--- src/rtl/update_pkg.sv ---
// Shared sizing, types and FSM encoding for the J-row / sigma beat interface.
package update_pkg;

  localparam int NUM_ROWS_PER_CLK = 4;
  localparam int VECTOR_SIZE      = 8;
  localparam int DATA_WIDTH       = 4;
  localparam int ADDR_WIDTH       = $clog2(VECTOR_SIZE);

  typedef logic signed [DATA_WIDTH-1:0] j_elem_t;
  typedef j_elem_t [VECTOR_SIZE-1:0]    j_row_t;
  typedef logic [ADDR_WIDTH-1:0]        row_addr_t;

  typedef enum logic [1:0] {
    ST_IDLE,
    ST_ISSUE,
    ST_DRAIN,
    ST_FINISH
  } streamer_state_e;

endpackage

--- src/rtl/lowest_k_picker.sv ---
// Picks the K lowest set bits of a mask, ascending, one per lane.
// Also returns the mask with those bits cleared so a scanner can iterate.
module lowest_k_picker #(
  parameter int WIDTH = 8,
  parameter int K     = 4,
  parameter int IDX_W = 3
) (
  input  logic [WIDTH-1:0]        mask,
  output logic [K-1:0][IDX_W-1:0] idx,
  output logic [K-1:0]            valid,
  output logic [WIDTH-1:0]        rem
);

  logic [WIDTH-1:0] scan;

  // Peel off the lowest remaining set bit once per lane.
  always_comb begin
    scan  = mask;
    idx   = '0;
    valid = '0;
    for (int l = 0; l < K; l++) begin
      valid[l] = |scan;
      for (int i = WIDTH - 1; i >= 0; i--) begin
        if (scan[i]) idx[l] = IDX_W'(i);
      end
      if (valid[l]) scan[idx[l]] = 1'b0;
    end
    rem = scan;
  end

endmodule

--- src/rtl/j_row_streamer.sv ---
// Streams J rows of flipped spins to the dot-product updater, a beat of up to
// NUM_ROWS_PER_CLK rows at a time, with credit-limited outstanding beats.
//
// state     | meaning
// ----------+--------------------------------------------------------------
// ST_IDLE   | waiting for start
// ST_ISSUE  | reading the next group of rows whenever credit is available
// ST_DRAIN  | all rows read; waiting for the last beats to be acknowledged
// ST_FINISH | batch complete; batch_done pulses on the way back to idle
module j_row_streamer
  import update_pkg::*;
#(
  parameter int NUM_ROWS_PER_CLK = update_pkg::NUM_ROWS_PER_CLK,
  parameter int VECTOR_SIZE      = update_pkg::VECTOR_SIZE,
  parameter int DATA_WIDTH       = update_pkg::DATA_WIDTH,
  parameter int MAX_OUTSTANDING  = 4,
  parameter int ADDR_WIDTH       = $clog2(VECTOR_SIZE)
) (
  input  logic                                                            clk,
  input  logic                                                            rst_n,
  input  logic                                                            start,
  input  logic [VECTOR_SIZE-1:0]                                          flip_mask,
  input  logic [VECTOR_SIZE-1:0]                                          sigma_new,
  output logic                                                            busy,
  output logic                                                            batch_done,
  output logic [NUM_ROWS_PER_CLK-1:0]                                     mem_rd_en,
  output logic [NUM_ROWS_PER_CLK-1:0][ADDR_WIDTH-1:0]                     mem_rd_addr,
  input  logic [NUM_ROWS_PER_CLK-1:0][VECTOR_SIZE-1:0][DATA_WIDTH-1:0]    mem_rd_data,
  output logic signed [NUM_ROWS_PER_CLK-1:0][VECTOR_SIZE-1:0][DATA_WIDTH-1:0] j_rows,
  output logic [NUM_ROWS_PER_CLK-1:0]                                     j_rows_valid,
  output logic [NUM_ROWS_PER_CLK-1:0]                                     sigma_bits,
  input  logic                                                            dp_done,
  output logic                                                            err_unexpected_done
);

  localparam int CNT_W = $clog2(MAX_OUTSTANDING + 1);

  streamer_state_e state;
  logic [VECTOR_SIZE-1:0]      rem_mask;
  logic [VECTOR_SIZE-1:0]      sig_reg;
  logic [CNT_W-1:0]            outs_cnt;
  logic [NUM_ROWS_PER_CLK-1:0] pipe_valid;
  logic [NUM_ROWS_PER_CLK-1:0] pipe_sig;

  logic [NUM_ROWS_PER_CLK-1:0][ADDR_WIDTH-1:0] pick_idx;
  logic [NUM_ROWS_PER_CLK-1:0]                 pick_valid;
  logic [NUM_ROWS_PER_CLK-1:0]                 pick_sig;
  logic [VECTOR_SIZE-1:0]                      pick_rem;
  logic                                        issue;
  logic                                        ack;

  lowest_k_picker #(
    .WIDTH (VECTOR_SIZE),
    .K     (NUM_ROWS_PER_CLK),
    .IDX_W (ADDR_WIDTH)
  ) u_picker (
    .mask  (rem_mask),
    .idx   (pick_idx),
    .valid (pick_valid),
    .rem   (pick_rem)
  );

  // outs_cnt counts from the read, so it already covers the beat in flight.
  assign issue = (state == ST_ISSUE) && (outs_cnt < CNT_W'(MAX_OUTSTANDING));
  assign ack   = dp_done && (outs_cnt != '0);
  assign busy  = (state != ST_IDLE);

  // Read requests and the sigma bit of each picked spin.
  always_comb begin
    mem_rd_en   = issue ? pick_valid : '0;
    mem_rd_addr = '0;
    pick_sig    = '0;
    for (int l = 0; l < NUM_ROWS_PER_CLK; l++) begin
      if (issue && pick_valid[l]) mem_rd_addr[l] = pick_idx[l];
      pick_sig[l] = pick_valid[l] & sig_reg[pick_idx[l]];
    end
  end

  // Batch sequencing: latch the batch, walk the mask, wait for acks, report.
  always_ff @(posedge clk) begin
    if (!rst_n) begin
      state      <= ST_IDLE;
      rem_mask   <= '0;
      sig_reg    <= '0;
      batch_done <= 1'b0;
    end else begin
      batch_done <= 1'b0;
      case (state)
        ST_IDLE: begin
          if (start) begin
            rem_mask <= flip_mask;
            sig_reg  <= sigma_new;
            state    <= (flip_mask != '0) ? ST_ISSUE : ST_FINISH;
          end
        end
        ST_ISSUE: begin
          if (issue) begin
            rem_mask <= pick_rem;
            if (pick_rem == '0) state <= ST_DRAIN;
          end
        end
        ST_DRAIN: begin
          if (outs_cnt == '0 && pipe_valid == '0) state <= ST_FINISH;
        end
        ST_FINISH: begin
          batch_done <= 1'b1;
          state      <= ST_IDLE;
        end
        default: state <= ST_IDLE;
      endcase
    end
  end

  // Outstanding-beat credit and the sticky unexpected-ack flag.
  always_ff @(posedge clk) begin
    if (!rst_n) begin
      outs_cnt            <= '0;
      err_unexpected_done <= 1'b0;
    end else begin
      if (dp_done && outs_cnt == '0) err_unexpected_done <= 1'b1;
      case ({issue, ack})
        2'b10:   outs_cnt <= outs_cnt + 1'b1;
        2'b01:   outs_cnt <= outs_cnt - 1'b1;
        default: ;
      endcase
    end
  end

  // Lane valid and sigma travel alongside the one-cycle memory read.
  always_ff @(posedge clk) begin
    if (!rst_n) begin
      pipe_valid <= '0;
      pipe_sig   <= '0;
    end else begin
      pipe_valid <= mem_rd_en;
      pipe_sig   <= issue ? pick_sig : '0;
    end
  end

  // Invalid lanes are forced to zero so stale memory data never leaks out.
  always_comb begin
    j_rows = '0;
    for (int l = 0; l < NUM_ROWS_PER_CLK; l++) begin
      if (pipe_valid[l]) j_rows[l] = mem_rd_data[l];
    end
  end

  assign j_rows_valid = pipe_valid;
  assign sigma_bits   = pipe_sig;

endmodule

--- config.mk ---
export PLATFORM = sky130hd
export DESIGN_NAME = j_row_streamer
export DESIGN_NICKNAME = d
export VERILOG_FILES = /design/src/rtl/update_pkg.sv /design/src/rtl/lowest_k_picker.sv /design/src/rtl/j_row_streamer.sv
export SDC_FILE = /design/constraint.sdc
export NUM_CORES = 1
export LEC_CHECK = 0
export CORE_AREA = 2 2 118 120
export DETAILED_ROUTE_END_ITERATION = 8
export DIE_AREA = 0 0 120 122
export PLACE_DENSITY = 0.72
export SLEW_MARGIN = 40
export SYNTH_ARGS = -nofsm -noshare
export SYNTH_HDL_FRONTEND = slang
export SYNTH_SLANG_ARGS = --single-unit
--- constraint.sdc ---
create_clock -name clk -period 2.5 [get_ports clk]
set_input_delay 0.375 -clock clk [delete_from_list [all_inputs] [get_ports clk]]
set_output_delay 0.375 -clock clk [all_outputs]
set_load 0.02 [all_outputs]
# Yosys cells after proc, flatten, opt, wreduce, memory -nomap -nowiden
# Index checks and enable logic that the tools add are counted.
# word_totals
out_inout_bits,155
ff_bits,31
in_bits,148
word_cells,141
# op_classes
eq_ne,9
order_cmp,9
n_addsub,2
muxes,72
bitwise,12
reduce_logical,29
# ops
op,n
$mux 32,4
$mux 3,36
$mux 8,6
$and 8x8->8,4
$not 8->8,4
$reduce_or 8->1,4
$lt 3x4->1 const B,4
$pmux 8 s2,1
$bmux 1 s3,4
$demux 1 s3,4
$ge 3x1->1 const B,4
$logic_and 1x1->1,12
$mux 2,5
$mux 1,9
$logic_not 8->1,1
$pmux 2 s4,1
$reduce_bool 8->1,1
$eq 2x2->1 const B,3
$ne 2x2->1 const B,3
$pmux 3 s2,1
$reduce_bool 2->1,3
$and 1x1->1,4
$eq 2x1->1 const B,2
$logic_not 4->1,1
other kinds (11),12

# Longest topological paths before layout
# logic_depth
ltp_word,64
ltp_mapped,13
ltp_nobuf,10

# By module
# A second synthesis with hierarchy kept.
# unflattened
hier_cells,444
hier_area_um2,3296.9
# modules_own_cells
module,cells_per_inst,area_each_um2,instances,seq_area_each_um2
j_row_streamer,313,2524.9,1,620.6
lowest_k_picker,131,772.0,1,0.0

# Worst setup path before layout
# Ideal clock, no wire load.
# synth_timing
kind,reg2out
from,reg rem_mask[0]
to,out mem_rd_addr[7] in the netlist's numbering
setup_slack_ps,-350
path_stages_with_launch,10
n_path_buf,2
required_time_ps,2125
arrival_ps,2475
path_cell_list,dfxtp_1 > nor4_2 > buf_2 > a21oi_1 > and4_1 > buf_4 > o21ai_0 > nand2_1 > a21oi_1 > nor2b_1
# synth_rtl
item,line,text
from (decl),j_row_streamer.sv:39,logic [VECTOR_SIZE-1:0] rem_mask;
from (signal assigned),j_row_streamer.sv:91,rem_mask <= flip_mask;
from (signal assigned),j_row_streamer.sv:98,rem_mask <= pick_rem;
to (decl),j_row_streamer.sv:27,"output logic [NUM_ROWS_PER_CLK-1:0][ADDR_WIDTH-1:0] mem_rd_addr,"

==> results.sh <==
export IMPL_die_y_um=122
export IMPL_viasPerCell=4.78
export IMPL_grt_pass1_vias=4852
export IMPL_synth_ff_type="dfxtp_1"
export IMPL_fmax_ghz=0.327
export IMPL_r2r_cells=12
export IMPL_powerDensity_mw_per_mm2=962
export IMPL_drt_first_iter_violations=257
export IMPL_io_buffers=302
export IMPL_min_path_type="flop to flop"
export IMPL_die_w_um=120
export IMPL_syn_to_final_growth_pct=126
export IMPL_finalCritPeriodShare_pct=122
export IMPL_cts_num_sinks=31
export IMPL_finalMaxSlewViolations=0
export IMPL_drive_gt1_share_pct=22.5
export IMPL_initial_utilization_pct=26.0
export IMPL_r2r_slack_ns=-0.38
export IMPL_grt_ovfl_total=0
export IMPL_dieArea_mm2=0.0146
export IMPL_cp_arrival_ns=2.68
export IMPL_worst_setup_path_type="flop to primary output"
export IMPL_final_nets=1038
export IMPL_final_area_mm2=0.00793
export IMPL_wl_per_cell_um=16.3
export IMPL_antenna_left=0
export IMPL_drv_cap=0
export IMPL_ioPinCount=303
export IMPL_cts_tree="yes"
export IMPL_synth_edf_count=0
export IMPL_synth_most_common_cell="and2_1"
export IMPL_r2r_end="sigma_bits[2]$_SDFF_PN0_"
export IMPL_row_count=43
export IMPL_dr_pass1_iters=5
export IMPL_syn_avg_cell_area_um2=7.01
export IMPL_synth_area_mm2=0.00351
export IMPL_yosys_warnings=0
export IMPL_power_mw=7.63
export IMPL_synth_yosys_seq_area_share_pct=17.7
export IMPL_setup_worst_path_end_class="primary output"
export IMPL_yosysTopAreaCellShare_pct=25.5
export IMPL_setup_viol=16
export IMPL_diodes=0
export IMPL_hold_violations=0
export IMPL_max_slew_worst_pin_slew_ns=0.519
export IMPL_seqCellArea_um2=629
export IMPL_place_gp_congestion=0.937
export IMPL_synthCells=501
export IMPL_vias=5088
export IMPL_worstSetupStartpoint="rem_mask[3]$_SDFFE_PN0P_"
export IMPL_cts_htree_levels=2
export IMPL_hold_end="err_unexpected_done$_SDFFE_PN0P_"
export IMPL_whs_path_depth=2
export IMPL_vdd_drop_max_uv=795
export IMPL_critPathLaunchType="flop"
export IMPL_leakage_nw=3.18
export IMPL_grt_max_degree=35
export IMPL_core_area_mm2=0.0135
export IMPL_place_area_mm2=0.00743
export IMPL_yosys_area_top_type="and2_1"
export IMPL_fin_skew_ns=0.00231
export IMPL_cts_buffer_depth=2
export IMPL_numCtsBuffers=5
export IMPL_relSlewSlack_pct=65.1
export IMPL_path_max_fanout=5
export IMPL_async_reset_ff_share_pct=0
export IMPL_grt_pass1_wl_mm=25.7
export IMPL_r2r_start="rem_mask[3]$_SDFFE_PN0P_"
export IMPL_whs_ns=0.503
export IMPL_track_usage_pct=21.8
export IMPL_crit_required_ns=2.12
export IMPL_drt_wl_total_mm=17.3
export IMPL_synth_cell_types=71
export IMPL_status="finished with violations"
export IMPL_root_buffer="clkbuf_16"
export IMPL_syn_nets=656
export IMPL_clk_latency_ns=0.28
export IMPL_dpl_hpwl_mm=13.9
export IMPL_fillers=1162
export IMPL_setup_slack_ns=-0.555
export IMPL_holdBufCountCts=0
export IMPL_synthTopCellsByCount="and2_1 (143), nand2_1 (45), dfxtp_1 (31), clkbuf_1 (26), a21oi_1 (23)"
export IMPL_violations="setup timing"
export IMPL_multi_input_area_mm2=0.00297
export IMPL_synth_area_leaders="and2_1 (25%), dfxtp_1 (18%), nand2_1 (4.8%), a21oi_1 (3.3%), a21boi_0 (3.2%)"
export IMPL_rsz0062_at_grt="true"
export IMPL_cts_reportedPaths_clkPinSlew_ns=0.06
export IMPL_antenna_found_initial=0
export IMPL_hp_start="err_unexpected_done$_SDFFE_PN0P_"
export IMPL_synth_seq_cells=31
export IMPL_fin_crit_ns=3.06
export IMPL_drc=0
layout by cell type (no fill, tap or decap), drive strengths merged, types with 16 or more instances in the layout:
cell and count:
clkdlybuf4s50 286, and2 143, buf 120, nand2 45, dfxtp 31, o21ai 26, a21oi 24, nor2 22
nand3 17, inv 16
worst max-delay path: stages (launching register included):
cell and delay (ns):
dfxtp_2 0.32, or4_4 0.55, buf_4 0.16, o21ai_2 0.13
and4_4 0.29, buf_4 0.13, or2_1 0.14, buf_4 0.16
nand3_4 0.09, a31oi_4 0.23, a21oi_4 0.08, buf_6 0.13
power breakdown:
part	total [mW]	switching, mW	internal [mW]	leakage (nW)
sequential	0.828	0.198	0.630	0.257
clock	0.608	0.241	0.368	0.0669
combinational	6.20	3.10	3.10	2.86
layout make-up:
cell class / instances / area share (%)
tap: 180 / 2.84
multi-input combinational: 417 / 37.5
timing repair buffer: 411 / 49.1
clock inverter: 2 / 0.158
inverter: 17 / 0.820
clock buffer: 6 / 1.62
sequential: 31 / 7.94
metrics by stage:
step                cells  setup WS (ns)  utilization [%]  TNS, ns
detailed placement   1045         -0.782             55.1    -8.09
global placement     1045         -0.738             55.1    -7.84
global route         1064         -0.608             58.7    -7.00
CTS                  1060         -0.527             57.6    -5.21
finish               1064         -0.555             58.7    -5.55
floorplan             501         -0.124                -   -0.711
worst max-delay path by stage:
stage | endpoint | slack [ns]
6_report | mem_rd_addr[9] | -0.56
5_1_grt | mem_rd_addr[9] | -0.61
4_1_cts | mem_rd_addr[9] | -0.53
3_5_place_dp | mem_rd_addr[9] | -0.78
3_3_place_gp | mem_rd_addr[9] | -0.74
2_1_floorplan | mem_rd_en[3] | -0.12
cell families (layout without fill, tap and decap cells):
group | count (synthesis) | in the layout | share of synthesized area, %
and+or+nand+nor | 278 | 278 | 44.7
AOI/OAI and AO/OA | 112 | 112 | 22.4
buffers and inverters | 53 | 436 | 6.06
DFF | 31 | 31 | 17.7
muxes | 11 | 11 | 3.63
adders and majority gates | 9 | 9 | 3.31
xor gates and xnor gates | 7 | 7 | 2.28
metal layers:
metal	vias to the layer above	GRT usage [%]	wire, um
met5	-	0	0
met1	2340	27.0	6980
met2	232	38.8	8660
li1	2474	-	-
met4	0	7.35	500
met3	42	2.81	1160
what timing repair did:
| item | in CTS | in global routing |
|---|---|---|
| cloned | 0 | 0 |
| setup buffers | 7 | 5 |
| endpoints found under the hold margin | 0 | 0 |
| pin swaps | 16 | 17 |
| resized for setup | 96 | 31 |
| setup endpoints to repair | 22 | 21 |
Power figures use the tool's default switching activity.
==> RTL change 1: new RTL, same flow settings <==
Re-encode `streamer_state_e` (4 states) as one-hot, 4 bits wide.
--- a/src/rtl/update_pkg.sv
+++ b/src/rtl/update_pkg.sv
@@ -11,9 +11,9 @@
   typedef logic [ADDR_WIDTH-1:0]        row_addr_t;
 
-  typedef enum logic [1:0] {
-    ST_IDLE,
-    ST_ISSUE,
-    ST_DRAIN,
-    ST_FINISH
+  typedef enum logic [3:0] {
+    ST_IDLE   = 4'b0001,
+    ST_ISSUE  = 4'b0010,
+    ST_DRAIN  = 4'b0100,
+    ST_FINISH = 4'b1000
   } streamer_state_e;
 
Function: no difference found for any inputs over 4 cycles, from zero or initial values and one cycle with rst_n low; so few cycles prove little.
==> RTL change 1 against the unedited design <==
- the run still ends with negative setup slack left
- via count down 2.5%
- sequential cell count up 2
- synthesized cell count down 8.4%
- synthesized area down 6.3%
- non-clock buffer count up 6
- fmax up 3.7%
- cell area down 1.2%
- wire length up 18%
- setup slack better by 110 ps
- largest cell class unchanged
- highest routed layer is now met5
Power is not compared: it rests on default switching activity, and its combinational part moved more than twofold at a synthesized area within 25%.
==> RTL change 1: results (changes against the unedited design) <==
Setup path
  • CP arrival: 2570 ps (was 2680 ps)
  • Critical path launch point: rem_mask[3] (unchanged)
  • Setup slack, reg-to-reg: -290 ps (was -380 ps)
  • RR Endpoint: state[3] (was sigma_bits[2])
  • Worst-path fanout max: 4 (was 5)

Placed design
  • Final HPWL DP: 17.5 mm (was 13.9 mm)
  • Routability Congestion: 0.910 (was 0.937)
  • Setup slack after placement: -668 ps (was -782 ps)
  • Area after DPL: 0.00726 mm2 (was 0.00743 mm2)
  • Cells after DPL: 1010 (was 1045)

Timing
  • Final setup vio count: 18 (was 16)
  • Worst-Margin Slew: 652 ps (was 519 ps)
  • Hold Worst Slack: 492 ps (was 503 ps)
  • Setup Skew: 8.90 ps (was 2.31 ps)
  • Worst setup margin: -446 ps (was -555 ps)
  • Setup TNS: -5880 ps (was -5550 ps)

Detailed routing
  • DR WL met3: 1.66 mm (was 1.16 mm)
  • Vias per Instance: 4.76 (was 4.78)
  • WL met2: 9.94 mm (was 8.66 mm)
  • Iter 0 DRT Violations: 230 (was 257)
  • Highest metal used: met5 (was met4)
  • Metal-1 WL: 8.20 mm (was 6.98 mm)
  • Routed len/inst: 19.6 um (was 16.3 um)

Finish
  • Fillers: 1192 (was 1162)
  • Layout cells sized above 1: 25.6% (was 22.5%)
  • Non-Filler Instances: 1042 (was 1064)

Logic synthesis
  • Library cells used by synthesis: 70 (was 71)
  • Top post-synthesis cells by area: and2_1 26%, dfxtp_1 20%, a21oi_1 4.9%, nand2_1 4.2%, nor2_1 3.8% (was and2_1 25%, dfxtp_1 18%, nand2_1 4.8%, a21oi_1 3.3%, a21boi_0 3.2%)
  • Synth top cells by count: 135 x and2_1, 37 x nand2_1, 33 x dfxtp_1, 33 x nor2_1, 32 x a21oi_1 (was 143 x and2_1, 45 x nand2_1, 31 x dfxtp_1)
  • Post-synth net total: 609 (was 656)
  • Mapped Cells: 459 (was 501)
  • Sequential share of the synthesized area: 20.1% (was 17.7%)

Global routing
  • Tot GR Track Use: 26.3% (was 21.8%)
  • Met1 usage in global routing: 31.3% (was 27.0%)
  • Met3 Usage GRT: 7.77% (was 2.81%)
  • Met2 usage: 45.6% (was 38.8%)
  • Wire length of the first global-routing pass: 29.1 mm (was 25.7 mm)
  • Vias in the first global route: 4880 (was 4852)

CTS
  • Worst-Skew Late Latency: 280 ps (about the same)

Run status
  • Failing checks: negative setup slack (unchanged)
  • Outcome: complete, but fails checks (unchanged)
==> RTL change 1: changes by cell type after synthesis, moves of 8 or more <==
cell      delta
a21oi_1      +9
nand2_1      -8
a21boi_0    -13
and2_1       -8
nor2_1      +12
==> RTL change 1: worst min-delay path by stage <==
stage	from	end
after floorplan	state[3]	batch_done
after global placement	err_unexpected_done	err_unexpected_done
after detailed placement	err_unexpected_done	err_unexpected_done
after CTS	err_unexpected_done	err_unexpected_done
after global routing	err_unexpected_done	err_unexpected_done
final	err_unexpected_done	err_unexpected_done
==> RTL change 1: power groups by stage <==
stage	Clock, mW	Sequential [mW]	Combinational, mW
floorplan	0	0.614	0.505
global placement	0	0.626	1.12
detailed placement	0	0.630	1.13
CTS	0.663	0.620	1.22
global route	0.688	0.628	1.39
finish	0.656	0.624	1.31
==> RTL change 1: cell type report <==
type                       count  area, um2  area share (%)
sequential                    33        678            8.66
clock buffer                   7        153            1.95
antenna                        6       15.0           0.192
tap                          180        225            2.87
clock inverter                 1       5.00          0.0639
timing repair buffer         417       3960            50.5
inverter                      13       53.8           0.687
multi-input combinational    385       2750            35.1
==> RTL change 1: timing repair <==
item                       4_1_cts  5_1_grt
pin swaps                       32       12
hold endpoints to repair         0        0
buffers inserted                11        9
setup endpoints to repair       27       23
gates resized for setup        115       22
==> RTL change 1: cells by family after synthesis <==
logic type | share of synthesized area (%)
AOI/OAI and AO/OA | 24.4
xor gates and xnor gates | 1.07
adders and majority gates | 2.28
buffers and inverters | 5.13
DFF | 20.1
muxes | 2.85
and+or+nand+nor | 44.2
==> RTL change 1: critical path: stages, from the launching register on <==
cell	delay (ps)
dfxtp_2	330
buf_6	130
nor4_4	300
buf_4	170
o32ai_2	70
a211o_4	350
buf_4	150
o21ba_4	240
a2111oi_4	50
or2_4	240
and2_4	140
buf_6	120
==> RTL change 2: new RTL, same flow settings <==
Without the edit above. Change the parameter `MAX_OUTSTANDING` from 4 to 8.
--- a/src/rtl/j_row_streamer.sv
+++ b/src/rtl/j_row_streamer.sv
@@ -14,5 +14,5 @@
   parameter int VECTOR_SIZE      = update_pkg::VECTOR_SIZE,
   parameter int DATA_WIDTH       = update_pkg::DATA_WIDTH,
-  parameter int MAX_OUTSTANDING  = 4,
+  parameter int MAX_OUTSTANDING  = 8,
   parameter int ADDR_WIDTH       = $clog2(VECTOR_SIZE)
 ) (
Formal check against the unedited RTL: same outputs for any inputs over 4 cycles, from zero or initial values and one cycle with rst_n low; that may be too few to reach the edited logic, so the function may still have changed.
==> RTL change 2 against the unedited design <==
- the flow still finishes with violations (negative setup slack)
- total power down 9.6%
- cell area about the same
- synthesized area decreased by 0.89%
- setup slack better by 210 ps
- sequential share of layout area increased by 0.25 points
- wire length rose by 16%
- synthesized cell count shrank 1.8%
- cell count decreased by 0.85%
- sequential cell count rose by 1
- critical path type unchanged
- largest cell class unchanged
==> RTL change 2: results (changes against the unedited design) <==
Setup path
  • CP arrival: 2470 ps (was 2680 ps)
  • Worst-path fanout max: 4 (was 5)
  • CP delay by family, top: simple AND/OR/NAND/NOR gates (unchanged)

Placed design
  • Final HPWL DP: 17.1 mm (was 13.9 mm)
  • Routability Congestion: 0.901 (was 0.937)
  • Area after DPL: 0.00739 mm2 (was 0.00743 mm2)
  • Setup slack after placement: -601 ps (was -782 ps)
  • Number of port buffers: 302 (unchanged)

Global routing
  • Initial antenna violation count: 2 (was 0)
  • Vias in the first global route: 5013 (was 4852)
  • Wire length of the first global-routing pass: 28.6 mm (was 25.7 mm)
  • Tot GR Track Use: 25.4% (was 21.8%)

Power
  • Pwr Density: 870 mW/mm2 (was 962 mW/mm2)
  • VDD IR-drop max: 0.000615 V (was 0.000795 V)
  • Static leakage: 3.14 nW (was 3.18 nW)

CTS
  • Total CTS buffers: 5 (unchanged)
  • Max clock buf depth: 2 (unchanged)
  • Clk slew on worst S/H paths: 50 ps

Detailed routing
  • Iter 0 DRT Violations: 222 (was 257)
  • Vias per Instance: 4.86 (was 4.78)
  • Post-route ant nets: 0 (unchanged)
  • Drt first pass iters: 8 (was 5)
  • Routed len/inst: 19.0 um (was 16.3 um)

Logic synthesis
  • Top post-synthesis cells by area: and2_1 24%, dfxtp_1 18%, a21oi_1 5.2%, nor2_1 4.0%, nand2_1 3.8% (was and2_1 25%, dfxtp_1 18%, nand2_1 4.8%, a21oi_1 3.3%, a21boi_0 3.2%)
  • Ys flop type: dfxtp_1 (unchanged)
  • Post-synth net total: 649 (was 656)
  • Synth top cells by count: 133 x and2_1, 37 x nor2_1, 36 x a21oi_1 (was 143 x and2_1, 45 x nand2_1, 31 x dfxtp_1)
  • Library cells used by synthesis: 69 (was 71)
  • Sequential share of the synthesized area: 18.4% (was 17.7%)

Timing
  • Worst slew margin: 61.6% (was 65.1%)
  • Final setup vio count: 16 (unchanged)
  • Worst setup margin: -349 ps (was -555 ps)
  • Setup Skew: 3.70 ps (was 2.31 ps)

Run status
  • Outcome: complete, but fails checks (unchanged)
  • Failing checks: negative setup slack (unchanged)

Finish
  • Layout cells sized above 1: 23.5% (was 22.5%)
  • Nets: 1030 (was 1038)
  • Fillers: 1226 (was 1162)
[RTL change 2: cell count changes after synthesis, moves of 6 or more]
cell,before,now
and2_1,143,133
a21o_1,2,8
a21boi_0,15,2
a31oi_1,8,2
nand2_1,45,35
a211oi_1,2,9
nor2_1,21,37
a21oi_1,23,36
[RTL change 2: area by class of cell]
class,instances,area share (%)
inverters,20,0.947
repair buffers,409,49.1
flip-flops and latches,32,8.19
multi-input cells,405,37.0
well taps,180,2.84
diodes,1,0.0316
clock buffers,8,1.85
[RTL change 2: power breakdown]
| group | total, mW | leakage, nW | switching [mW] | internal (mW) |
|---|---|---|---|---|
| logic | 5.42 | 2.80 | 2.72 | 2.70 |
| clock network | 0.626 | 0.0712 | 0.228 | 0.397 |
| registers | 0.850 | 0.265 | 0.197 | 0.654 |
[RTL change 2: cell families after synthesis]
kind of cell,after synthesis,share of synthesized area (%)
adder cells (fa/ha/maj),12,4.31
multiplexers,9,2.66
flip-flops,32,18.4
XOR/XNOR,4,1.01
AO/OA/AOI/OAI,118,25.2
AND/OR/NAND/NOR,262,41.7
buffers and inverters,55,6.69
[RTL change 2: per-layer routing]
metal	vias up	part of all wire, %	GRT usage (%)
met1	2453	40	30.3
met3	18	5.1	3.04
met4	0	1.4	4.71
met5	-	0	0
li1	2445	-	-
met2	209	53	48.9
[RTL change 2: worst min-delay path, stage by stage (launching register included)]
cell and delay (ps):
dfxtp_1 340, a21oi_1 50, nor2_1 70
[RTL change 2: stage by stage]
step                cells  hold slack (ps)  TNS, ps
global placement     1039              466    -6830
global route         1055              517    -4870
CTS                  1051              496    -3670
detailed placement   1039              485    -7050
finish               1055              495    -3480
floorplan             492              446     -743
[RTL change 2: final timing paths]
check | start | to | slack [ps] | depth (start not counted)
min reg2reg | err_unexpected_done | err_unexpected_done | 490 | 2
min | err_unexpected_done | err_unexpected_done | 490 | 2
max | rem_mask[2] | mem_rd_addr[10] | -350 | 9
max reg2reg | rem_mask[3] | state[1] | -240 | 10
[RTL change 2: timing repair]
action / CTS / global route
setup endpoints to repair: 21 / 46
setup buffers: 6 / 4
gates resized for setup: 122 / 44
hold buffers: 0 / 0
pin swaps: 21 / 15
